**config.mk**
```make
export PLATFORM = sky130hd
export DESIGN_NAME = calc_seq_ctrl
export DESIGN_NICKNAME = d
export VERILOG_FILES = /design/src/rtl/calc_pkg.sv /design/src/rtl/btn_edge.sv /design/src/rtl/calc_seq_ctrl.sv
export SDC_FILE = /design/constraint.sdc
export NUM_CORES = 1
export LEC_CHECK = 0
export ABC_AREA = 0
export CORE_MARGIN = 2
export CORE_UTILIZATION = 25
export DETAILED_ROUTE_END_ITERATION = 6
export PLACE_DENSITY = 0.4
export SETUP_SLACK_MARGIN = 0.4
export SLEW_MARGIN = 5
export SYNTH_ARGS = -nofsm -noshare
export SYNTH_HDL_FRONTEND = slang
export SYNTH_SLANG_ARGS = --single-unit
```
**constraint.sdc**
```tcl
create_clock -name clk -period 7.8 [get_ports clk]
set_clock_uncertainty 0.2 [all_clocks]
set_input_delay 1.17 -clock clk [delete_from_list [all_inputs] [get_ports clk]]
set_output_delay 1.17 -clock clk [all_outputs]
set_load 0.05 [all_outputs]
```
**src/rtl/calc_pkg.sv**
```systemverilog
// Shared types and constants for the two-operand BCD calculator sequencer.
// Provides the entry-step state enum, operator codes, result width and
// small BCD helpers used by calc_seq_ctrl.
package calc_pkg;

  localparam int RES_W = 14;

  typedef enum logic [2:0] {
    A_TENS   = 3'd0,
    A_ONES   = 3'd1,
    SEL_OP   = 3'd2,
    B_TENS   = 3'd3,
    B_ONES   = 3'd4,
    SHOW_RES = 3'd5
  } state_t;

  typedef enum logic [1:0] {
    OP_ADD = 2'd0,
    OP_SUB = 2'd1,
    OP_MUL = 2'd2,
    OP_DIV = 2'd3
  } op_t;

  // One BCD digit step, wrapping 9 -> 0.
  function automatic logic [3:0] bcd_inc(input logic [3:0] d);
    return (d >= 4'd9) ? 4'd0 : d + 4'd1;
  endfunction

  // Two BCD digits to binary 0..99.
  function automatic logic [6:0] bcd_val(input logic [3:0] tens, input logic [3:0] ones);
    return ({3'b000, tens} * 7'd10) + {3'b000, ones};
  endfunction

endpackage

```
**src/rtl/btn_edge.sv**
```systemverilog
// Button front end: SYNC_STAGES-deep synchronizer followed by a 0->1 edge
// detector. rise is a single-cycle pulse per press, however long the
// button is held.
module btn_edge #(
  parameter int SYNC_STAGES = 2
) (
  input  logic clk,
  input  logic rst,
  input  logic btn,
  output logic rise
);

  logic [SYNC_STAGES-1:0] sync_reg;
  logic                   prev_reg;

  // Shift the raw button in and remember the last synchronized level.
  always_ff @(posedge clk or posedge rst) begin
    if (rst) begin
      sync_reg <= '0;
      prev_reg <= 1'b0;
    end else begin
      sync_reg <= {sync_reg[SYNC_STAGES-2:0], btn};
      prev_reg <= sync_reg[SYNC_STAGES-1];
    end
  end

  assign rise = sync_reg[SYNC_STAGES-1] & ~prev_reg;

endmodule

```
**src/rtl/calc_seq_ctrl.sv**
```systemverilog
// Calculator entry sequencer: steps through A tens/ones, operator, B
// tens/ones and a result display, driven by three debounced-by-sync
// buttons (inc, next, clr; clr has highest priority, then next).
// Optional build macro CALC_DIV_EN adds the DIV operator and its divider.
module calc_seq_ctrl
  import calc_pkg::*;
#(
  parameter int SYNC_STAGES = 2
) (
  input  logic             clk,
  input  logic             rst,
  input  logic             btn_inc,
  input  logic             btn_next,
  input  logic             btn_clr,
  output logic [3:0]       a_tens,
  output logic [3:0]       a_ones,
  output logic [3:0]       b_tens,
  output logic [3:0]       b_ones,
  output logic [1:0]       op,
  output logic [2:0]       state,
  output logic [RES_W-1:0] result,
  output logic             res_neg,
  output logic             res_err,
  output logic             res_valid
);

  // Bit order: 0 = inc, 1 = next, 2 = clr.
  logic [2:0] btn_vec;
  logic [2:0] rise_vec;
  logic       rise_inc;
  logic       rise_next;
  logic       rise_clr;

  assign btn_vec   = {btn_clr, btn_next, btn_inc};
  assign rise_inc  = rise_vec[0];
  assign rise_next = rise_vec[1];
  assign rise_clr  = rise_vec[2];

  generate
    for (genvar gi = 0; gi < 3; gi++) begin : g_btn
      btn_edge #(
        .SYNC_STAGES(SYNC_STAGES)
      ) u_btn_edge (
        .clk (clk),
        .rst (rst),
        .btn (btn_vec[gi]),
        .rise(rise_vec[gi])
      );
    end
  endgenerate

  state_t           state_reg, state_next;
  logic [3:0]       a_tens_reg, a_tens_next;
  logic [3:0]       a_ones_reg, a_ones_next;
  logic [3:0]       b_tens_reg, b_tens_next;
  logic [3:0]       b_ones_reg, b_ones_next;
  op_t              op_reg, op_next;
  logic [RES_W-1:0] result_reg, result_next;
  logic             res_neg_reg, res_neg_next;
  logic             res_err_reg, res_err_next;
  logic             res_valid_reg, res_valid_next;

  logic [6:0]       a_val;
  logic [6:0]       b_val;
  logic [RES_W-1:0] calc_res;
  logic             calc_neg;
  logic             calc_err;
  op_t              op_cycled;

  assign a_val = bcd_val(a_tens_reg, a_ones_reg);
  assign b_val = bcd_val(b_tens_reg, b_ones_reg);

  // Arithmetic on the entered operands; only captured on B_ONES -> SHOW_RES.
  always_comb begin
    calc_res = '0;
    calc_neg = 1'b0;
    calc_err = 1'b0;
    case (op_reg)
      OP_ADD: calc_res = RES_W'(a_val) + RES_W'(b_val);
      OP_SUB: begin
        if (a_val < b_val) begin
          calc_res = RES_W'(b_val - a_val);
          calc_neg = 1'b1;
        end else begin
          calc_res = RES_W'(a_val - b_val);
        end
      end
      OP_MUL: calc_res = RES_W'(a_val) * RES_W'(b_val);
`ifdef CALC_DIV_EN
      OP_DIV: begin
        if (b_val == 7'd0) begin
          calc_err = 1'b1;
        end else begin
          calc_res = RES_W'(a_val / b_val);
        end
      end
`endif
      default: calc_res = '0;
    endcase
  end

  // Operator cycle order; DIV joins the ring only when built in.
  always_comb begin
`ifdef CALC_DIV_EN
    op_cycled = op_t'(op_reg + 2'd1);
`else
    op_cycled = (op_reg == OP_MUL) ? OP_ADD : op_t'(op_reg + 2'd1);
`endif
  end

  // State and datapath registers.
  always_ff @(posedge clk or posedge rst) begin
    if (rst) begin
      state_reg     <= A_TENS;
      a_tens_reg    <= '0;
      a_ones_reg    <= '0;
      b_tens_reg    <= '0;
      b_ones_reg    <= '0;
      op_reg        <= OP_ADD;
      result_reg    <= '0;
      res_neg_reg   <= 1'b0;
      res_err_reg   <= 1'b0;
      res_valid_reg <= 1'b0;
    end else begin
      state_reg     <= state_next;
      a_tens_reg    <= a_tens_next;
      a_ones_reg    <= a_ones_next;
      b_tens_reg    <= b_tens_next;
      b_ones_reg    <= b_ones_next;
      op_reg        <= op_next;
      result_reg    <= result_next;
      res_neg_reg   <= res_neg_next;
      res_err_reg   <= res_err_next;
      res_valid_reg <= res_valid_next;
    end
  end

  // Next-state: clr beats next beats inc; only the winning edge acts.
  always_comb begin
    state_next     = state_reg;
    a_tens_next    = a_tens_reg;
    a_ones_next    = a_ones_reg;
    b_tens_next    = b_tens_reg;
    b_ones_next    = b_ones_reg;
    op_next        = op_reg;
    result_next    = result_reg;
    res_neg_next   = res_neg_reg;
    res_err_next   = res_err_reg;
    res_valid_next = res_valid_reg;

    if (rise_clr || (rise_next && state_reg == SHOW_RES)) begin
      state_next     = A_TENS;
      a_tens_next    = '0;
      a_ones_next    = '0;
      b_tens_next    = '0;
      b_ones_next    = '0;
      op_next        = OP_ADD;
      result_next    = '0;
      res_neg_next   = 1'b0;
      res_err_next   = 1'b0;
      res_valid_next = 1'b0;
    end else if (rise_next) begin
      state_next = state_t'(state_reg + 3'd1);
      if (state_reg == B_ONES) begin
        result_next    = calc_res;
        res_neg_next   = calc_neg;
        res_err_next   = calc_err;
        res_valid_next = 1'b1;
      end
    end else if (rise_inc) begin
      case (state_reg)
        A_TENS:  a_tens_next = bcd_inc(a_tens_reg);
        A_ONES:  a_ones_next = bcd_inc(a_ones_reg);
        SEL_OP:  op_next     = op_cycled;
        B_TENS:  b_tens_next = bcd_inc(b_tens_reg);
        B_ONES:  b_ones_next = bcd_inc(b_ones_reg);
        default: ;
      endcase
    end
  end

  assign a_tens    = a_tens_reg;
  assign a_ones    = a_ones_reg;
  assign b_tens    = b_tens_reg;
  assign b_ones    = b_ones_reg;
  assign op        = op_reg;
  assign state     = state_reg;
  assign result    = result_reg;
  assign res_neg   = res_neg_reg;
  assign res_err   = res_err_reg;
  assign res_valid = res_valid_reg;

endmodule

```
Yosys cells after proc, flatten, opt, wreduce, memory -nomap -nowiden
Index checks and enable logic that the tools add are counted.
{ "totals": {"register_bits": 47, "output_inout_bits": 38, "elab_cells": 109} }
{ "op_classes": {"addsub": 11, "mul": 3, "n_lt_le_gt_ge": 5, "eq_ne": 8, "mux": 43, "bitwise_logic": 6, "n_reduce_logical": 17} }
{ "ops": {"columns": ["cell", "n"], "rows": [
  ["$mux W4", 20],
  ["$mux W14", 4],
  ["$pmux W14 S3", 1],
  ["$add A4 B1 Y4 const B", 4],
  ["$ge A4 B4 Y1 const B", 4],
  ["$sub A7 B7 Y8", 2],
  ["$reduce_and A3 Y1", 5],
  ["$add A7 B4 Y7", 2],
  ["$mul A7 B7 Y14", 1],
  ["$reduce_bool A2 Y1", 7],
  ["$mul A4 B3 Y6 const B", 2],
  ["$mux W1", 11],
  ["$mux W2", 5],
  ["$add A7 B7 Y8", 1],
  ["$lt A7 B7 Y1", 1],
  ["$eq A3 B2 Y1 const B", 2],
  ["$eq A3 B3 Y1 const B", 2],
  ["$mux W3", 2],
  ["$add A3 B1 Y3 const B", 1],
  ["$and A1 B1 Y1", 3],
  ["$eq A3 B1 Y1 const B", 1],
  ["$logic_not A3 Y1", 1],
  ["$not A1 Y1", 3],
  ["$add A2 B1 Y2 const B", 1],
  ["other kinds (7)", 7]
]} }

Logic depth before layout (Yosys ltp)
Gate-level depths: netlist of run 1.
{ "logic_depth": {"ltp_word": 8, "ltp_mapped": 22, "depth_no_buf": 22} }

Hierarchy
Synthesis of run 1 repeated with hierarchy kept, for this count alone.
{ "unflattened": {"cells_unflattened": 570, "hier_area_um2": 5037.3} }
{ "by_module_without_submodules": {"columns": ["module", "instances", "cells_per_inst", "area_per_inst_um2", "seq_area_each_um2"], "rows": [
  ["calc_seq_ctrl", 1, 555, 4759.6, 925.9],
  ["btn_edge", 3, 5, 92.6, 75.1]
]} }

Worst setup path before layout of run 1
No wires, ideal clock.
{ "synth_path": {"path_kind": "flip-flop to flip-flop", "startpoint": "register b_tens_reg[1], in the netlist b_tens[1]", "endpoint": "register result_reg[11], in the netlist result[11]", "setup_ps": 126, "arrival_ps": 6055, "required_ps": 7474, "setup_slack_ps": 1419, "path_stages_with_launch": 22, "path_buffers": 0, "synth_period_minus_slack_ps": 6381, "cell_sequence": "dfrtp_1 -> ha_1 -> ha_1 -> inv_1 -> fa_1 -> nor3b_1 -> xor2_1 -> nand2_1 -> fa_1 -> fa_1 -> inv_1 -> fa_1 -> inv_1 -> fa_1 -> inv_1 -> ha_1 -> a2111oi_0 -> o21ai_0 -> a31oi_1 -> o21bai_1 -> xor2_1 -> a221o_1"} }
{ "synth_via": {"elab_chain_len": 8, "word_cells_on_any_way": 11} }
{ "synth_lines": {"columns": ["item", "line_no", "text"], "rows": [
  ["from (decl)", "calc_seq_ctrl.sv:55", "logic [3:0] b_tens_reg, b_tens_next;"],
  ["from (signal assigned)", "calc_seq_ctrl.sv:128", "b_tens_reg <= b_tens_next;"],
  ["$mul A4 B3 Y6 *", "calc_pkg.sv:31", "return ({3'b000, tens} * 7'd10) + {3'b000, ones};"],
  ["$add A7 B4 Y7 *", "calc_pkg.sv:31", null],
  ["parallel branches: the longest is 2 deep, another holds $mul A7 B7 Y14", null, null],
  ["$pmux W14 S3 *", "calc_seq_ctrl.sv:78", "case (op_reg)"],
  ["$mux W14 *", "calc_seq_ctrl.sv:164", "if (state_reg == B_ONES) begin"],
  ["$mux W14 *", "calc_seq_ctrl.sv:162", "end else if (rise_next) begin"],
  ["$mux W14 *", "calc_seq_ctrl.sv:151", "if (rise_clr || (rise_next && state_reg == SHOW_RES)) begin"],
  ["to (signal assigned)", "calc_seq_ctrl.sv:131", "result_reg <= result_next;"],
  ["to (decl)", "calc_seq_ctrl.sv:58", "logic [RES_W-1:0] result_reg, result_next;"]
]} }
Every way passes the cells marked *. The select of a mux whose other input is x is not followed.
A chain may end at the register's enable or synchronous reset.

Worst setup path after layout of run 1
{ "layout_path": {"startpoint": "register b_tens_reg[1], in the netlist b_tens[1]", "endpoint": "register result_reg[13], in the netlist result[13]"} }
Same word-level chain as after synthesis.

==> results of run 1 <==
-- Yosys cell counts, types with 6 or more instances --
cell	number
a21o_1	7
xor2_1	6
mux2i_1	6
dfrtp_1	46
fa_1	31
nand3_1	7
o21ai_0	26
nor2b_1	8
nand2_1	50
nor2_1	51
inv_1	75
a22oi_1	7
xnor2_1	18
ha_1	82
nor3_1	13
o31ai_1	6
a21oi_1	25
clkbuf_1	8
-- per-stage QoR --
stage          setup WS [ns]  std cells  hold WS, ns
2_1_floorplan           1.42        569        0.131
4_1_cts                 1.24        875        0.155
5_1_grt                0.742        875        0.162
6_report                1.25        875        0.154
3_3_place_gp            1.40        867        0.136
3_5_place_dp            1.27        867        0.139
-- logic make-up (layout without fill, tap and decap cells) --
family / after synthesis / count (layout) / synth area share
xor gates and xnor gates: 24 / 24 / 0.0412
buffers and inverters: 90 / 126 / 0.0692
and+or+nand+nor: 158 / 158 / 0.143
DFF: 46 / 46 / 0.226
other: 1 / 1 / 0.000735
AOI/OAI and AO/OA: 127 / 127 / 0.176
adders and majority gates: 113 / 113 / 0.323
muxes: 10 / 10 / 0.0213
-- cells in the final DEF (no fill, tap or decap), drive strengths merged, types with 3 or more instances in the layout --
cell type	Yosys	final
a22oi	7	7
nor2b	9	9
or2	5	5
a221o	5	5
nor3	13	13
o31ai	7	7
a21oi	25	25
o21ai	27	27
inv	76	76
a21o	8	8
fa	31	31
or3	6	6
clkdlybuf4s50	0	41
dfrtp	46	46
nor3b	3	3
o21a	3	3
mux2i	6	6
a211o	3	3
nand3	7	7
nor4	3	3
nand2	50	50
xnor2	18	18
a41oi	3	3
xor2	6	6
a31oi	5	5
ha	82	82
a211oi	6	6
o21bai	4	4
mux2	4	4
nor2	51	51
clkbuf	8	5
nand2b	4	4
-- worst max-delay path, stage by stage (launching register included) --
cell and delay [ns]:
dfrtp_1 0.47, ha_1 0.33, ha_1 0.19, inv_1 0.06
fa_1 0.43, nor3b_1 0.25, xor2_1 0.40, nand2_1 0.15
fa_1 0.53, fa_1 0.54, inv_1 0.05, fa_1 0.52
inv_1 0.05, fa_1 0.53, inv_1 0.04, ha_1 0.22
a2111oi_0 0.41, o21ai_0 0.19, a31oi_1 0.27, a21oi_1 0.12
xnor2_1 0.14, a221o_1 0.31
-- routing by layer --
| metal | part of all wire | GRT usage |
|---|---|---|
| met1 | 0.48 | 0.183 |
| met2 | 0.45 | 0.221 |
| met3 | 0.047 | 0.0273 |
| met4 | 0.019 | 0.0335 |
| met5 | 0 | 0 |
-- final cells by class --
type                       instances  area [µm²]
multi-input combinational        433        3600
sequential                        46        1150
clock inverter                     3        21.3
inverter                          76         285
fill                            2125       14200
clock buffer                       5         125
timing repair buffer              42         418
tap                              270         338
-- final timing paths --
check	end	from	slack (ns)	cells past startpoint
setup / recovery	result[13]	b_tens[1]	1.25	21
hold / removal	g_btn[1].u_btn_edge.sync_reg[1]	g_btn[1].u_btn_edge.sync_reg[0]	0.15	0
setup reg to reg	result[13]	b_tens[1]	1.25	21
hold reg to reg	g_btn[1].u_btn_edge.sync_reg[1]	g_btn[1].u_btn_edge.sync_reg[0]	0.15	0
max in group asynchronous	a_ones[1]	rst	5.51	2
min in group asynchronous	result[1]	rst	1.23	2
-- report_power, final --
part	switching [µW]	internal, µW	total (µW)
registers	68.9	276	345
clock network	112	119	231
logic	763	480	1240
==> flow_summary_export.csv, run 1 <==
group,metric,value,unit
run_status,status,"complete, no violations",
cells_and_area,area_growth,16.4,%
min_path,hold_path_class,"reg -> reg",
synthesis,synthesis.nets,687,
grt,grt_pass1_vias,4229,
route,vias,4190,
timing,drv_slew,0,
route,drtPass1Iterations,4,
cells_and_area,largest_reg_flops,14,
worst_setup_path,startpoint_type,"flip-flop",
timing,fin_crit_sh,0.839,
timing,hold_viol,0,
synthesis,netlist_area,5100,µm²
synthesis,avgSynthCellArea,8.96,µm²
place,portBuffers,41,
cells_and_area,antenna_cells,0,
power,peakVddDrop,0.166,mV
synthesis,syn_inst,569,
grt,grt_pass1_wl,23100,µm
place,gp_congestion,0.855,
timing,setup_viol,0,
cells_and_area,drive_above_1_share,0.0463,
floorplanning,core,20100,µm²
cts,clkLatencyLatePin,0.31,ns
synthesis,yosysSeqAreaShare,0.226,
power,powerDensity,307,nW/µm²
worst_setup_path,required,7.79,ns
route,ant_nets,0,
floorplanning,die-area,21600,µm²
cells_and_area,nets,722,
grt,overflow,0,
cells_and_area,utilization,0.295,
power,total_power,1820,µW
route,wl_per_cell,16.2,µm
synthesis,synth_flop_cell,"dfrtp_1",
cts,hold_buffers,0,
synthesis,synth_top_area_frac,0.226,
synthesis,synth_edf_count,0,
grt,grt_max_degree,47,
cts,cts_htree_levels,2,
cts,cts_tree,"built",
floorplanning,ios,43,
synthesis,synth_area_leaders,"dfrtp_1, ha_1, fa_1",
route,drc,0,
floorplanning,rows,52,
grt,grtUsageTotal,0.135,
synthesis,synth_top_area_cell,"dfrtp_1",
timing,slew_headroom,0.303,
cts,numCtsBuffers,5,
cts,clk_transition_reported_paths,0.07,ns
timing,rsz0062_at_grt,"false",
worst_setup_path,worst_setup_path_end_kind,"flip-flop",
synthesis,ys_types,65,
cts,cts.path.max_buffers,2,
route,wirelength,14200,µm
worst_setup_path,criticalPathCategory,"reg -> reg",
cts,clockRootBuffer,"clkbuf_16",
synthesis,async_flop_share,1.00,
timing,tightest_slew,1.04,ns
synthesis,synth-seq-cells,46,
timing,fin_setup_tns,0,ns
synthesis,ys_warn_count,0,
worst_setup_path,worstPathMaxFanout,8,
worst_setup_path,cp.arrival,6.54,ns
cells_and_area,design_area,5930,µm²
timing,min_period,6.55,ns
cts,clock_sinks,46,
job,drv_cap,0,
route,viasPerCell,4.79,
cts,cts_setup_buffers,0,
cts,cts-resized-gates,0,
floorplanning,initial_core_util,0.254,
grt,antenna_found_initial,0,
power,p_leak,0.00281,µW
floorplanning,die_w,147,µm
route,drt_iter0_markers,247,
floorplanning,chipHeight,147,µm
timing,max_freq,153,MHz
place,dp_hpwl,11500,µm
place,placed_cell_area,5790,µm²
(Power assumes the default switching activity.)
==> run 2, diff against run 1 <==
==> constraint.sdc (replaced) <==
create_clock -name clk -period 6.2 [get_ports clk]
set_clock_uncertainty 0.2 [all_clocks]
set_input_delay 0.93 -clock clk [delete_from_list [all_inputs] [get_ports clk]]
set_output_delay 0.93 -clock clk [all_outputs]
set_load 0.05 [all_outputs]
==> flow_summary_export.csv, run 2 (synthesized netlist as in run 1, its figures left out) <==
group,metric,value,unit
timing,drv_slew,0,
route,vias,4281,
place,placed_cell_area,5920,µm²
route,wirelength,14600,µm
place,dp_hpwl,11600,µm
grt,grt_pass1_vias,4282,
power,powerDensity,370,nW/µm²
floorplanning,ios,43,
timing,tightest_slew,0.929,ns
worst_setup_path,worstPathMaxFanout,6,
timing,max_freq,177,MHz
worst_setup_path,reg2reg_to,"result[11]",
cells_and_area,ff_latch_area,1160,µm²
cts,clockRootBuffer,"clkbuf_16",
floorplanning,initial_core_util,0.254,
worst_setup_path,rrSetupSlack,0.54,ns
grt,grt_pass1_wl,23600,µm
cells_and_area,n_fill_cell,2125,
worst_setup_path,r2r.worst_path.cells,22,
route,viasPerCell,4.79,
floorplanning,chipHeight,147,µm
worst_setup_path,worst_setup_path_end_kind,"flip-flop",
cts,clk_transition_reported_paths,0.07,ns
worst_setup_path,crit_family,"adder cells",
route,drc,0,
cells_and_area,nets,740,
worst_setup_path,criticalPathCategory,"reg -> reg",
power,peakVddDrop,0.271,mV
worst_setup_path,crit_top_cell,"fa_1",
worst_setup_path,crit_cells,22,
timing,hold_viol,0,
worst_setup_path,slowest_delay,0.53,ns
min_path,hold_path_class,"reg -> reg",
timing,slew_headroom,0.375,
cts,clock_sinks,46,
floorplanning,core,20100,µm²
timing,min_period,5.66,ns
cells_and_area,multi_input_area,3800,µm²
route,drtPass1Iterations,5,
cells_and_area,design_area,6280,µm²
timing,setup_viol,0,
worst_setup_path,required,6.18,ns
cells_and_area,mostFrequentLayoutCells,"ha_1, inv_1, nand2_1, nor2_1, clkdlybuf4s50_1",
grt,antenna_found_initial,0,
min_path,hold_depth,0,
floorplanning,die_w,147,µm
grt,grt_max_degree,47,
route,wl_met2,7000,µm
place,gp_congestion,0.841,
power,p_leak,0.00292,µW
cts,numCtsBuffers,5,
cts,cts.path.max_buffers,2,
route,ant_nets,0,
cells_and_area,layout_commonest_cell,"ha_1",
min_path,hp-start,"g_btn[1].u_btn_edge.sync_reg[0]",
job,drv_cap,0,
grt,grtUsageTotal,0.140,
worst_setup_path,cp.arrival,5.65,ns
cells_and_area,area_growth,23.2,%
worst_setup_path,startpoint_type,"flip-flop",
worst_setup_path,path_cells,"ha_4 > ha_4 > inv_2 > fa_2 > buf_4 > xnor2_2 > inv_1 > nand2_1 > fa_1 > fa_1 > inv_2 > fa_1 > inv_1 > fa_1 > inv_2 > ha_4 > o211ai_1 > nand2_1 > a31oi_4 > o21bai_1 > xor2_1 > a221o_1",
route,wl_met1,6730,µm
timing,fin_setup_tns,0,ns
timing,fin_crit_sh,0.914,
run_status,status,"complete, no violations",
worst_setup_path,slowest_stage,"fa_1",
floorplanning,rows,52,
min_path,hold_end,"g_btn[1].u_btn_edge.sync_reg[1]",
cells_and_area,largest_reg_flops,14,
floorplanning,die-area,21600,µm²
worst_setup_path,path_buf_inv,6,
route,drt_iter0_markers,215,
worst_setup_path,timing.rr.start,"b_tens[1]",
grt,overflow,0,
place,portBuffers,41,
timing,rsz0062_at_grt,"true",
cts,cts_tree,"built",
cts,clkLatencyLatePin,0.30,ns
route,wl_per_cell,16.4,µm
route,met3_length,635,µm
route,topRoutingLayerUsed,"met4",
cells_and_area,drive_above_1_share,0.146,
cts,cts_htree_levels,2,
cells_and_area,antenna_cells,0,
## run 2: worst max path at each step
stage	start	endpoint	slack, ns
detailed placement	b_tens[1]	result[13]	0.22
global route	b_tens[1]	result[11]	0.28
finish	b_tens[1]	result[11]	0.54
CTS	b_tens[1]	result[11]	0.34
floorplan	b_tens[1]	result[13]	0.41
global placement	b_tens[1]	result[12]	0.31
## run 2: worst reg2reg max path, delay by kind of cell (launching register included)
family                     cells  cell delay, ns
xor gates and xnor gates       2            0.28
DFF                            1            0.49
buffers and inverters          6            0.47
AOI/OAI and AO/OA              4            0.81
and+or+nand+nor                2            0.23
adders and majority gates      8            3.09
## run 2: report_power, final
group | internal (µW) | total [µW] | switching (µW)
registers | 350 | 433 | 83.5
logic | 628 | 1610 | 986
clock network | 150 | 280 | 130
## run 2: final cells by class
type,count,share of cell area
clock buffer,5,0.0199
clock inverter,3,0.00299
multi-input combinational,433,0.605
sequential,46,0.185
tap,270,0.0538
inverter,76,0.0454
timing repair buffer,60,0.0880
## run 2: repair_timing
item,in CTS,in global routing
gates cloned,0,0
resized for setup,13,19
setup buffers,7,4
hold buffers,0,0
pin swaps,8,26
endpoints found under the hold margin,0,0
setup endpoints to repair,5,5
## run 2: stage by stage
| stage | total power (µW) | cells | utilization | worst slack, ns | hold slack [ns] |
|---|---|---|---|---|---|
| final | 2330 | 893 | 0.312 | 0.536 | 0.151 |
| after global routing | 2530 | 893 | 0.312 | 0.277 | 0.161 |
| after CTS | 2350 | 889 | 0.307 | 0.339 | 0.152 |
| after detailed placement | 2040 | 874 | 0.294 | 0.219 | 0.135 |
| after global placement | 2040 | 874 | 0.294 | 0.308 | 0.135 |
| after floorplan | 1590 | 569 | - | 0.405 | 0.131 |
## run 2: metal layers
| metal | vias to the layer above | global-route usage |
|---|---|---|
| met2 | 94 | 0.234 |
| li1 | 2064 | - |
| met4 | 0 | 0.0364 |
| met5 | - | 0 |
| met3 | 16 | 0.0193 |
| met1 | 2107 | 0.190 |
==> run 3, diff against run 2 <==
==> constraint.sdc (replaced) <==
create_clock -name clk -period 6.2 [get_ports clk]
set_clock_uncertainty 0.2 [all_clocks]
set_input_delay 1.24 -clock clk [delete_from_list [all_inputs] [get_ports clk]]
set_output_delay 1.24 -clock clk [all_outputs]
set_load 0.05 [all_outputs]
==> results of run 3 <==
The final DEF is identical to that of run 2. Status: complete, no violations.
